`config.mk`:
```
export PLATFORM = sky130hd
export DESIGN_NAME = alu_uart_if
export DESIGN_NICKNAME = d
export VERILOG_FILES = /design/src/rtl/alu_uart_if_pkg.sv /design/src/rtl/alu_uart_if.sv
export SDC_FILE = /design/constraint.sdc
export NUM_CORES = 1
export LEC_CHECK = 0
export BUFFER_PORTS_ARGS = -buffer_cell sky130_fd_sc_hd__buf_4
export CORE_UTILIZATION = 52
export CTS_CLUSTER_DIAMETER = 200
export DETAILED_ROUTE_END_ITERATION = 8
export PLACE_DENSITY_LB_ADDON = 0.2
export SETUP_SLACK_MARGIN = 0.2
export SYNTH_ARGS = -nofsm -noshare
export SYNTH_HDL_FRONTEND = slang
export SYNTH_SLANG_ARGS = --single-unit
```
`constraint.sdc`:
```
create_clock -name clk -period 3.1 [get_ports clk]
set_input_delay 0.31 -clock clk [delete_from_list [all_inputs] [get_ports clk]]
set_output_delay 0.31 -clock clk [all_outputs]
set_load 0.05 [all_outputs]
```
`src/rtl/alu_uart_if_pkg.sv`:
```
// Shared definitions for the UART-to-ALU bridge: state encoding and default widths.
package alu_uart_if_pkg;

   localparam int DEF_N    = 8;
   localparam int OPCODE_W = 6;

   localparam logic [2:0] ST_WAIT_A  = 3'd0;
   localparam logic [2:0] ST_WAIT_B  = 3'd1;
   localparam logic [2:0] ST_WAIT_OP = 3'd2;
   localparam logic [2:0] ST_EXEC    = 3'd3;
   localparam logic [2:0] ST_SEND    = 3'd4;
   localparam logic [2:0] ST_WAIT_TX = 3'd5;

   typedef enum logic [2:0] {
      WAIT_A  = ST_WAIT_A,
      WAIT_B  = ST_WAIT_B,
      WAIT_OP = ST_WAIT_OP,
      EXEC    = ST_EXEC,
      SEND    = ST_SEND,
      WAIT_TX = ST_WAIT_TX
   } state_t;

endpackage

```
`src/rtl/alu_uart_if.sv`:
```
// Collects operand A, operand B and an opcode from a UART receiver, lets the
// external ALU settle for one cycle, then hands the result to the UART transmitter.
module alu_uart_if
   import alu_uart_if_pkg::*;
#(
   parameter int N = DEF_N
) (
   input  logic                clk,
   input  logic                reset,
   input  logic                rx_done,
   input  logic [N-1:0]        rx_data,
   input  logic                tx_done,
   output logic                tx_start,
   output logic [N-1:0]        tx_data,
   output logic [N-1:0]        BusA,
   output logic [N-1:0]        BusB,
   output logic [OPCODE_W-1:0] OpCode,
   input  logic [N-1:0]        Result,
   output logic                busy,
   output logic                overrun
);

   state_t              r_state;
   logic [N-1:0]        r_bus_a;
   logic [N-1:0]        r_bus_b;
   logic [OPCODE_W-1:0] r_opcode;
   logic [N-1:0]        r_tx_data;
   logic                r_overrun;
   // Low for the first clock edge after reset release so strobes on that edge are ignored.
   logic                r_armed;

   always_ff @(posedge clk or posedge reset) begin
      if (reset) begin
         r_state   <= WAIT_A;
         r_bus_a   <= '0;
         r_bus_b   <= '0;
         r_opcode  <= '0;
         r_tx_data <= '0;
         r_overrun <= 1'b0;
         r_armed   <= 1'b0;
      end else begin
         r_armed <= 1'b1;
         if (r_armed) begin
            case (r_state)
               WAIT_A: begin
                  if (rx_done) begin
                     r_bus_a <= rx_data;
                     r_state <= WAIT_B;
                  end
               end
               WAIT_B: begin
                  if (rx_done) begin
                     r_bus_b <= rx_data;
                     r_state <= WAIT_OP;
                  end
               end
               WAIT_OP: begin
                  if (rx_done) begin
                     r_opcode <= rx_data[OPCODE_W-1:0];
                     r_state  <= EXEC;
                  end
               end
               EXEC: begin
                  if (rx_done) r_overrun <= 1'b1;
                  r_state <= SEND;
               end
               SEND: begin
                  if (rx_done) r_overrun <= 1'b1;
                  r_tx_data <= Result;
                  r_state   <= WAIT_TX;
               end
               WAIT_TX: begin
                  // A byte arriving with tx_done is still dropped, never taken as A.
                  if (rx_done) r_overrun <= 1'b1;
                  if (tx_done) r_state <= WAIT_A;
               end
               default: r_state <= WAIT_A;
            endcase
         end
      end
   end

   assign tx_start = (r_state == SEND);
   assign busy     = (r_state != WAIT_A);
   assign tx_data  = r_tx_data;
   assign BusA     = r_bus_a;
   assign BusB     = r_bus_b;
   assign OpCode   = r_opcode;
   assign overrun  = r_overrun;

endmodule

```
-- After elaboration in Yosys (flattened, before gate mapping)
Cells that the tools add are included.
- input port bits: 20
- output and inout bits: 33
- register bits: 35
- logic and storage cells: 30
- eq/ne operators: 9
- multiplexer cells: 5
- reduce and logical (&&, ||, !) cells: 9
- operators by type and width (operator ; number):
    3-bit one-hot mux with 6 select lines ; 1
    3-bit two-way mux ; 4
    3-bit AND reduction ; 4
    2-bit inequality test (second input constant) ; 4
    3-bit by 2-bit == test with 1-bit output (second input constant) ; 2
    3-bit == test (second input constant) ; 2
    5-bit AND reduction ; 1
    3-bit by 1-bit == test with 1-bit output (second input constant) ; 1
    3-bit logical NOT ; 1
    3-bit nonzero test ; 1
    3-bit OR reduction ; 1
    2-bit AND reduction ; 1

-- Longest topological paths before layout
Gate-level depths: netlist (run 1).
- depth after elaboration: 3
- gate-level depth with buffers: 5
- depth with buffers taken out: 3

-- Least setup slack after synthesis (run 1)
Ideal clock, no wire load.
- path kind: register to register
- start: register r_state[1]
- end: register r_tx_data[0] (netlist: tx_data[0])
- setup slack: 487 ps
- path buffers: 2
- library setup time: 125 ps
- data arrival time: 2489 ps
- cell stages (with the launch flop): 6
- data required time: 2975 ps
- clock period less this slack: 2613 ps
- cells stage by stage: dfrtp_1 > clkbuf_2 > nor3b_1 > and2_2 > buf_4 > mux2_2
- cells in the longest elaborated chain, start to end: 2
- ends and longest elaborated chain (what ; RTL line ; RTL):
    start: declaration ; alu_uart_if.sv:23 ; state_t r_state;
    start signal: assignment ; alu_uart_if.sv:34 ; r_state <= WAIT_A;
    start signal: assignment ; alu_uart_if.sv:48 ; r_state <= WAIT_B;
    start signal: assignment ; alu_uart_if.sv:54 ; r_state <= WAIT_OP;
    3-bit == test ; n/a ;
    named net tx_start ; alu_uart_if.sv:13 ; output logic tx_start,
    2-bit AND reduction (no source line) ; n/a ;
    end signal: assignment ; alu_uart_if.sv:69 ; r_tx_data <= Result;
    end: declaration ; alu_uart_if.sv:27 ; logic [N-1:0] r_tx_data;
The timed path passes the listed nets, and every way through them passes these cells.
A chain may end at the register's enable or synchronous reset.

-- Worst setup path in the final report (run 1)
- start: register r_state[2]
- end: register r_bus_a[3] (netlist: BusA[3])
- cells in the longest elaborated chain, start to end: 2
- ends and longest elaborated chain (what ; RTL line ; RTL):
    3-bit logical NOT ; alu_uart_if.sv:44 ; case (r_state)
    3-bit AND reduction (no source line) ; n/a ;
    end signal: assignment ; alu_uart_if.sv:47 ; r_bus_a <= rx_data;
    end: declaration ; alu_uart_if.sv:24 ; logic [N-1:0] r_bus_a;
No other way between the ends.

==> results.yml, run 1 <==
clocking:
  numCtsBuffers: 5
  clk_path_buf_depth: 2
  cts_tree: "built"
  clk_latency_ns: 0.32
  cts_max_level: 2
  holdBufCountCts: 0
  cts_resized: 0
  cts-root-buf: "clkbuf_4"
  cts.clk_slew.worst_paths_ns: 0.10
  clock-sinks: 35
  cts_setup_buffers: 0
worst_setup_path:
  endpoint_kind: "flip-flop"
  worst-setup-path-type: "reg -> reg"
  cp_data_arrival_time_ns: 1.96
  start_kind: "flip-flop"
  critical-path-slowest-cell: "or3_1"
  crit_chain: "nand3b_4 -> or3_1 -> mux2_4"
  slowest_delay_ns: 0.56
  cp_max_fo: 10
  cp.required_ns: 3.32
timing:
  hold_violations: 0
  period_minus_slack_ns: 1.74
  setup_violations: 0
  fin_crit_sh_pct: 56.2
  rsz0062_at_grt: "no"
  worst_slew_pin_slew_ns: 0.529
  fin_worst_skew_ns: 0.00594
  maxSlewViolCount: 0
  fin_tns_setup_ns: 0
  fmax_mhz: 574
  relSlewSlack_pct: 64.7
placement:
  placed_cell_area_um2: 1860
  place_congestion: 0.709
  portBuffers: 52
  dp_hpwl_um: 2010
finish:
  final_common_cell: "buf_4"
  drive_gt1_share_pct: 62.9
  mostFrequentLayoutCells: "buf_4, dfrtp_1, mux2_2"
  final_cell_area_um2: 1930
  synthToLayoutAreaGrowth_pct: 32.7
  diodes: 0
  nets: 170
global_routing:
  grt.total_usage_pct: 21.7
  grt_max_degree: 36
  grt_pass1_wl_um: 4260
  overflow: 0
  grt_pass1_vias: 956
  antenna_found_initial: 0
route:
  wl_per_cell_um: 15.2
  drtAntennaViolNets: 0
  wl_um: 2760
  drc: 0
  via_per_inst: 5.17
  vias: 936
  drt_iter0_drc: 1
  dr.pass1.iters: 4
synthesis:
  synth.cell_area_um2: 1450
  syn-num-nets: 114
  synth_cell_types: 25
  synthCells: 94
  synth_top_flop_cell: "dfrtp_1"
  avgSynthCellArea_um2: 15.5
  async_reset_ff_share_pct: 100
  ys_seq_area_share_pct: 60.2
  synth_edf_count: 0
  synth_seq_cells: 35
  ys_warn_count: 0
floorplan:
  die-width_um: 54.9
  die_area_um2: 3010
  rows: 18
  start_util_pct: 56.6
  dieHeight_um: 54.9
  core_region_area_um2: 2570
  ios: 53
worst_hold_path:
  hold_path_class: "in -> async"
flow_run:
  max-cap-violations: 0
outcome:
  status: "complete, no violations"
## through the flow
| stage | utilization [%] | setup WS [ns] | instances | hold slack (ns) |
|---|---|---|---|---|
| after CTS | 75.1 | 1.34 | 181 | 0.0794 |
| after global placement | 72.5 | 1.41 | 173 | 0.430 |
| after global routing | 75.1 | 1.29 | 181 | 0.124 |
| after detailed placement | 72.5 | 1.36 | 173 | 0.450 |
| after floorplan | - | 0.487 | 94 | 0.459 |
| final | 75.1 | 1.36 | 181 | 0.0807 |
## per-layer routing
| layer | GRT usage, % | part of all wire (%) | vias up |
|---|---|---|---|
| li1 | - | - | 441 |
| met2 | 37.3 | 51 | 39 |
| met1 | 23.1 | 40 | 451 |
| met3 | 6.67 | 6.8 | 5 |
| met5 | 0 | 0 | - |
| met4 | 12.8 | 1.5 | 0 |
## cells in the mapped netlist (all sizes together), types with 2 or more instances
library cell,n,share of area [%]
o21ai,3,1.0
buf,3,1.6
mux2,30,25
inv,2,0.52
or3,2,0.86
dfrtp,35,60
nor3b,3,2.7
nand2,3,0.77
a21oi,2,0.69
## path summary, 6_finish.rpt
check	to	cells past startpoint	startpoint	slack, ns
max	BusA[3]	3	r_state[2]	1.36
min	BusA[6]	3	reset	0.08
max reg2reg	BusA[3]	3	r_state[2]	1.36
min reg2reg	overrun	1	overrun	0.50
max in group asynchronous	BusA[0]	3	reset	2.72
min in group clk	tx_data[2]	2	Result[2]	0.21
## state kept, by name, indices dropped and copies added (netlist names)
signal / flops
BusA: 8
BusB: 8
tx_data: 8
OpCode: 6
r_state: 3
overrun: 1
r_armed: 1
## kinds of logic after synthesis
| logic type | after synthesis | share of synthesized area [%] |
|---|---|---|
| other | 1 | 0.258 |
| multiplexers | 30 | 25.3 |
| flip-flops | 35 | 60.2 |
| AO/OA/AOI/OAI | 9 | 3.96 |
| AND/OR/NAND/NOR | 13 | 7.75 |
| buffers and inverters | 6 | 2.50 |
## final cells by class
| cell class | count | area, µm² |
|---|---|---|
| sequential | 35 | 876 |
| tap | 30 | 37.5 |
| clock buffer | 8 | 68.8 |
| fill | 175 | 638 |
| multi-input combinational | 53 | 542 |
| inverter | 2 | 7.51 |
| timing repair buffer | 53 | 398 |
## worst max-delay path, delay by kind of cell, from the launching register on
kind,cells,cell delay (ns)
flip-flops,1,0.47
AND/OR/NAND/NOR,2,0.78
multiplexers,1,0.39
Power of run 1 is left out: the tool's default activity adds up to more than one toggle a clock period on the data nets, which glitch-free logic cannot reach.
==> run 2, diff against run 1 <==
CORE_UTILIZATION = 43   (was 52)
clock period = 1.5 ns   (was 3.1 ns; I/O delays follow)
==> run 2 against run 1 <==
The run now ends with setup timing left. First-iteration DRC count rose to 28 times the previous value. Setup slack worse by 1.4 ns. Utilization decreased by 3.4 points. Non-clock buffer count is 15 higher. Sequential share of layout area fell by 6.2 points. Final area increased by 16%. Largest cell class unchanged.
==> results.yml, run 2 (synthesis results as in run 1) <==
worst_setup_path:
  r2r_setup_slack_ns: -0.05
  worst-setup-path-type: "reg -> out"
  cp_data_arrival_time_ns: 1.43
  crit_chain: "buf_6 -> or3_4 -> buf_8"
  timing.rr.end: "BusA[6]"
  cp_max_fo: 2
  path_delay_family: "flip-flops"
  r2r_cells: 4
  slowest_delay_ns: 0.43
  cp.required_ns: 1.35
  endpoint_kind: "output pin"
  rr_startpoint: "r_state[2]"
  path_buf_inv: 2
  critPathLaunch: "r_state[0]"
  critical-path-slowest-cell: "dfrtp_2"
  start_kind: "flip-flop"
worst_hold_path:
  worstHoldEndpoint: "tx_data[3]"
  hold_path_class: "in -> reg"
  hp-start: "Result[3]"
  min_path_cells: 2
timing:
  maxSlewViolCount: 0
  fin_crit_sh_pct: 105
  rsz0062_at_grt: "yes"
  setup_violations: 10
  period_minus_slack_ns: 1.58
  fin_tns_setup_ns: -0.482
  fmax_mhz: 635
  final.setup.worst_slack_ns: -0.0756
  fin_worst_skew_ns: 0.00207
  hold_violations: 0
global_routing:
  antenna_found_initial: 0
  grt_max_degree: 26
  grt_pass1_wl_um: 5030
  grt.total_usage_pct: 19.9
  overflow: 0
  grt_pass1_vias: 1064
clocking:
  cts-root-buf: "clkbuf_4"
  clk_latency_ns: 0.33
  cts_max_level: 2
  cts_tree: "built"
  numCtsBuffers: 5
  clock-sinks: 35
  cts.clk_slew.worst_paths_ns: 0.10
  clk_path_buf_depth: 2
route:
  drtAntennaViolNets: 0
  drt_iter0_drc: 28
  wl_per_cell_um: 15.7
  vias: 1011
  drc: 0
  via_per_inst: 4.84
  dr.pass1.iters: 4
  wl_um: 3280
floorplan:
  die-width_um: 60.1
  dieHeight_um: 60.1
  start_util_pct: 46.5
  die_area_um2: 3620
  core_region_area_um2: 3130
  ios: 53
  rows: 20
outcome:
  status: "finished with violations"
  violations: "setup timing"
pwr:
  leakagePower_nw: 1.13
  ir_worst_vdd_mv: 1.26
  p_per_area_nw_per_um2: 2610
  power.total_mw: 5.85
placement:
  dp_hpwl_um: 2220
  portBuffers: 52
  place_congestion: 0.751
  dpl_worst_slack_ns: -0.00708
finish:
  synthToLayoutAreaGrowth_pct: 54.3
  fin_util_pct: 71.7
  final_common_cell: "buf_4"
  drive_gt1_share_pct: 69.1
  nets: 185
  mostFrequentLayoutCells: "buf_4, dfrtp_1, mux2_4"
  diodes: 0
  regArea_um2: 878
  multi_input_area_um2: 657
  fill_cells: 226
flow_run:
  max-cap-violations: 0
==> run 2: cell type report <==
class | count | area share (%)
Inverter | 2 | 0.335
Clock buffer | 6 | 1.84
Timing Repair Buffer | 68 | 25.6
Tap cell | 44 | 2.45
Sequential cell | 35 | 39.2
Multi-Input combinational cell | 53 | 29.3
Clock inverter | 1 | 1.34
==> run 2: power by group <==
| group | total (mW) | internal (mW) | switching (mW) |
|---|---|---|---|
| logic | 3.55 | 1.48 | 2.08 |
| registers | 1.66 | 1.38 | 0.274 |
| clock network | 0.636 | 0.343 | 0.293 |
| total | 5.85 | 3.20 | 2.64 |
==> run 2: through the flow <==
stage	hold WS, ns	cells	area [µm²]
final	0.0388	209	2240
after global placement	0.181	196	2030
after floorplan	0.298	94	1540
after CTS	0.0197	209	2220
after global routing	0.0138	209	2240
after detailed placement	0.177	196	2030
==> run 2: layer usage <==
metal | part of all wire (%) | GRT usage [%] | vias to the layer above
li1 | - | - | 469
met1 | 43 | 23.5 | 506
met2 | 51 | 32.7 | 30
met3 | 5.0 | 6.71 | 6
met4 | 1.4 | 8.64 | 0
met5 | 0 | 0 | -
==> run 2: worst max-delay path by stage <==
stage	end	slack, ns	depth (start not counted)
floorplan	tx_data[0]	-0.33	5
global placement	BusA[1]	0.009	4
detailed placement	BusA[6]	-0.007	4
CTS	busy	-0.08	3
global route	busy	-0.11	3
finish	busy	-0.08	3
==> run 2: what timing repair did <==
action / in CTS / in global routing
pin swaps: 5 / 5
hold buffers: 1 / 0
endpoints found under the hold margin: 10 / 0
gates resized for setup: 21 / 5
setup buffers: 5 / 0
setup endpoints to repair: 32 / 33
(Power assumes the default switching activity.)
==> run 3, diff against run 2 <==
CELL_PAD_IN_SITES_DETAIL_PLACEMENT = 1   (was unset)
CELL_PAD_IN_SITES_GLOBAL_PLACEMENT = 1   (was unset)
CORE_UTILIZATION = 34   (was 43)
==> run 3 against run 2 <==
Sequential cell count did not move. Largest cell class unchanged. Largest power group unchanged. Worst hold slack improved by 0.054 ns. The run still ends with setup timing left. Clock power rose by 2%. Total power fell by 1.9%. Sequential power barely moved.
==> results.yml, run 3 (synthesis results as in run 1) <==
worst_setup_path:
  crit_chain: "buf_4 -> or3_4 -> buf_6"
  worst-setup-path-type: "reg -> out"
  r2r_cells: 4
  critical-path-slowest-cell: "dfrtp_2"
  start_kind: "flip-flop"
  endpoint_kind: "output pin"
  timing.rr.end: "BusA[2]"
  cp_max_fo: 6
  cp.required_ns: 1.35
  r2r_setup_slack_ns: -0.02
  cp_data_arrival_time_ns: 1.38
  rr_startpoint: "r_state[2]"
  slowest_delay_ns: 0.42
finish:
  nets: 185
  regArea_um2: 877
  fin_util_pct: 54.2
  multi_input_area_um2: 624
  drive_gt1_share_pct: 68.1
  final_common_cell: "buf_4"
  diodes: 0
  fill_cells: 413
  mostFrequentLayoutCells: "buf_4, dfrtp_1, mux2_4"
  synthToLayoutAreaGrowth_pct: 51.3
flow_run:
  max-cap-violations: 0
clocking:
  numCtsBuffers: 5
  cts_max_level: 2
  clock-sinks: 35
  cts.clk_slew.worst_paths_ns: 0.08
  cts_tree: "built"
  clk_latency_ns: 0.29
  cts-root-buf: "clkbuf_8"
  clk_path_buf_depth: 2
route:
  wl_um: 3480
  wl_per_cell_um: 16.1
  drt_iter0_drc: 23
  dr.pass1.iters: 2
  via_per_inst: 4.69
  drc: 0
  drtAntennaViolNets: 0
  vias: 1012
outcome:
  status: "finished with violations"
  violations: "setup timing"
pwr:
  ir_worst_vdd_mv: 1.35
  leakagePower_nw: 1.10
  p_seq_share_pct: 28.8
  p_sw_mw: 2.66
  p_per_area_nw_per_um2: 2610
  pwr-share-comb_pct: 59.9
  p_clk_share_pct: 11.4
  p_int_mw: 3.07
  switching_share_pct: 46.4
global_routing:
  grt_pass1_vias: 1101
  grt_pass1_wl_um: 5350
  antenna_found_initial: 0
  grt_max_degree: 21
  grt.total_usage_pct: 17.1
  overflow: 0
worst_hold_path:
  hold_path_class: "in -> reg"
  worstHoldEndpoint: "tx_data[6]"
  min_path_cells: 2
  hp-start: "Result[6]"
timing:
  maxSlewViolCount: 0
  rsz0062_at_grt: "yes"
  period_minus_slack_ns: 1.53
  hold_violations: 0
  fin_crit_sh_pct: 102
  fin_worst_skew_ns: 0.0139
  fmax_mhz: 655
  final.setup.worst_slack_ns: -0.0263
  setup_violations: 7
  fin_tns_setup_ns: -0.0621
floorplan:
  die_area_um2: 4540
  start_util_pct: 35.8
  rows: 23
  ios: 53
  core_region_area_um2: 4060
  dieHeight_um: 67.4
  die-width_um: 67.4
placement:
  dp_hpwl_um: 2620
  portBuffers: 52
  place_congestion: 0.785
run 3: changes by cell type in the layout (fill, tap and decap cells not counted), moves of 5 or more:
| cell | delta |
|---|---|
| clkbuf_8 | +5 |
| buf_6 | -5 |
| mux2_2 | +6 |
| buf_4 | +6 |
| clkbuf_4 | -5 |
| mux2_4 | -6 |
run 3: layer usage:
metal  wire, µm  share of wire (%)  vias to the layer above  global-route usage [%]
met4         42                1.2                        0                    6.12
met2       1780                 51                       38                    28.1
met1       1420                 41                      499                    19.6
li1           -                  -                      471                       -
met3        234                6.7                        4                    7.26
met5          0                  0                        -                       0
run 3: stage by stage:
stage	worst slack [ns]	total power [mW]	cells	hold slack, ns	instance area [µm²]
after global routing	-0.0619	6.00	216	0.0817	2200
after floorplan	-0.330	4.01	94	0.298	1540
after detailed placement	-0.0446	4.99	204	0.206	2040
final	-0.0263	5.73	216	0.0931	2200
after CTS	-0.0192	5.76	216	0.0885	2190
after global placement	0.0122	4.91	204	0.203	2040
run 3: area by class of cell:
class / count / share of cell area [%]
flip-flops and latches: 35 / 39.9
multi-input cells: 53 / 28.4
repair buffers: 68 / 24.7
clock buffers: 6 / 3.30
well taps: 50 / 2.84
clock inverters: 2 / 0.569
inverters: 2 / 0.341
run 3: worst max-delay path by stage:
stage | from | end | slack [ns] | depth (start not counted)
3_3_place_gp | r_state[2] | BusA[0] | 0.01 | 4
6_report | r_state[1] | busy | -0.03 | 3
5_1_grt | r_state[0] | OpCode[4] | -0.06 | 5
2_1_floorplan | r_state[1] | tx_data[0] | -0.33 | 5
3_5_place_dp | r_state[2] | BusA[2] | -0.04 | 4
4_1_cts | r_state[2] | BusA[2] | -0.02 | 4
run 3: what timing repair did:
item	CTS	global route
pin swaps	4	2
setup buffers	3	0
endpoints found under the setup margin	33	32
hold buffers	1	0
resized for setup	9	2
endpoints found under the hold margin	35	0
run 3: critical path, delay by kind of cell, from the launching register on:
family | cells | cell delay [ns]
DFF | 1 | 0.42
and+or+nand+nor | 1 | 0.36
buffers and inverters | 2 | 0.32
run 3: power by group through the flow:
stage / clock network [mW] / logic, mW / registers [mW]
finish: 0.651 / 3.43 / 1.65
global route: 0.722 / 3.58 / 1.70
CTS: 0.674 / 3.44 / 1.65
detailed placement: 0 / 3.32 / 1.67
global placement: 0 / 3.26 / 1.65
floorplan: 0 / 0.981 / 3.03
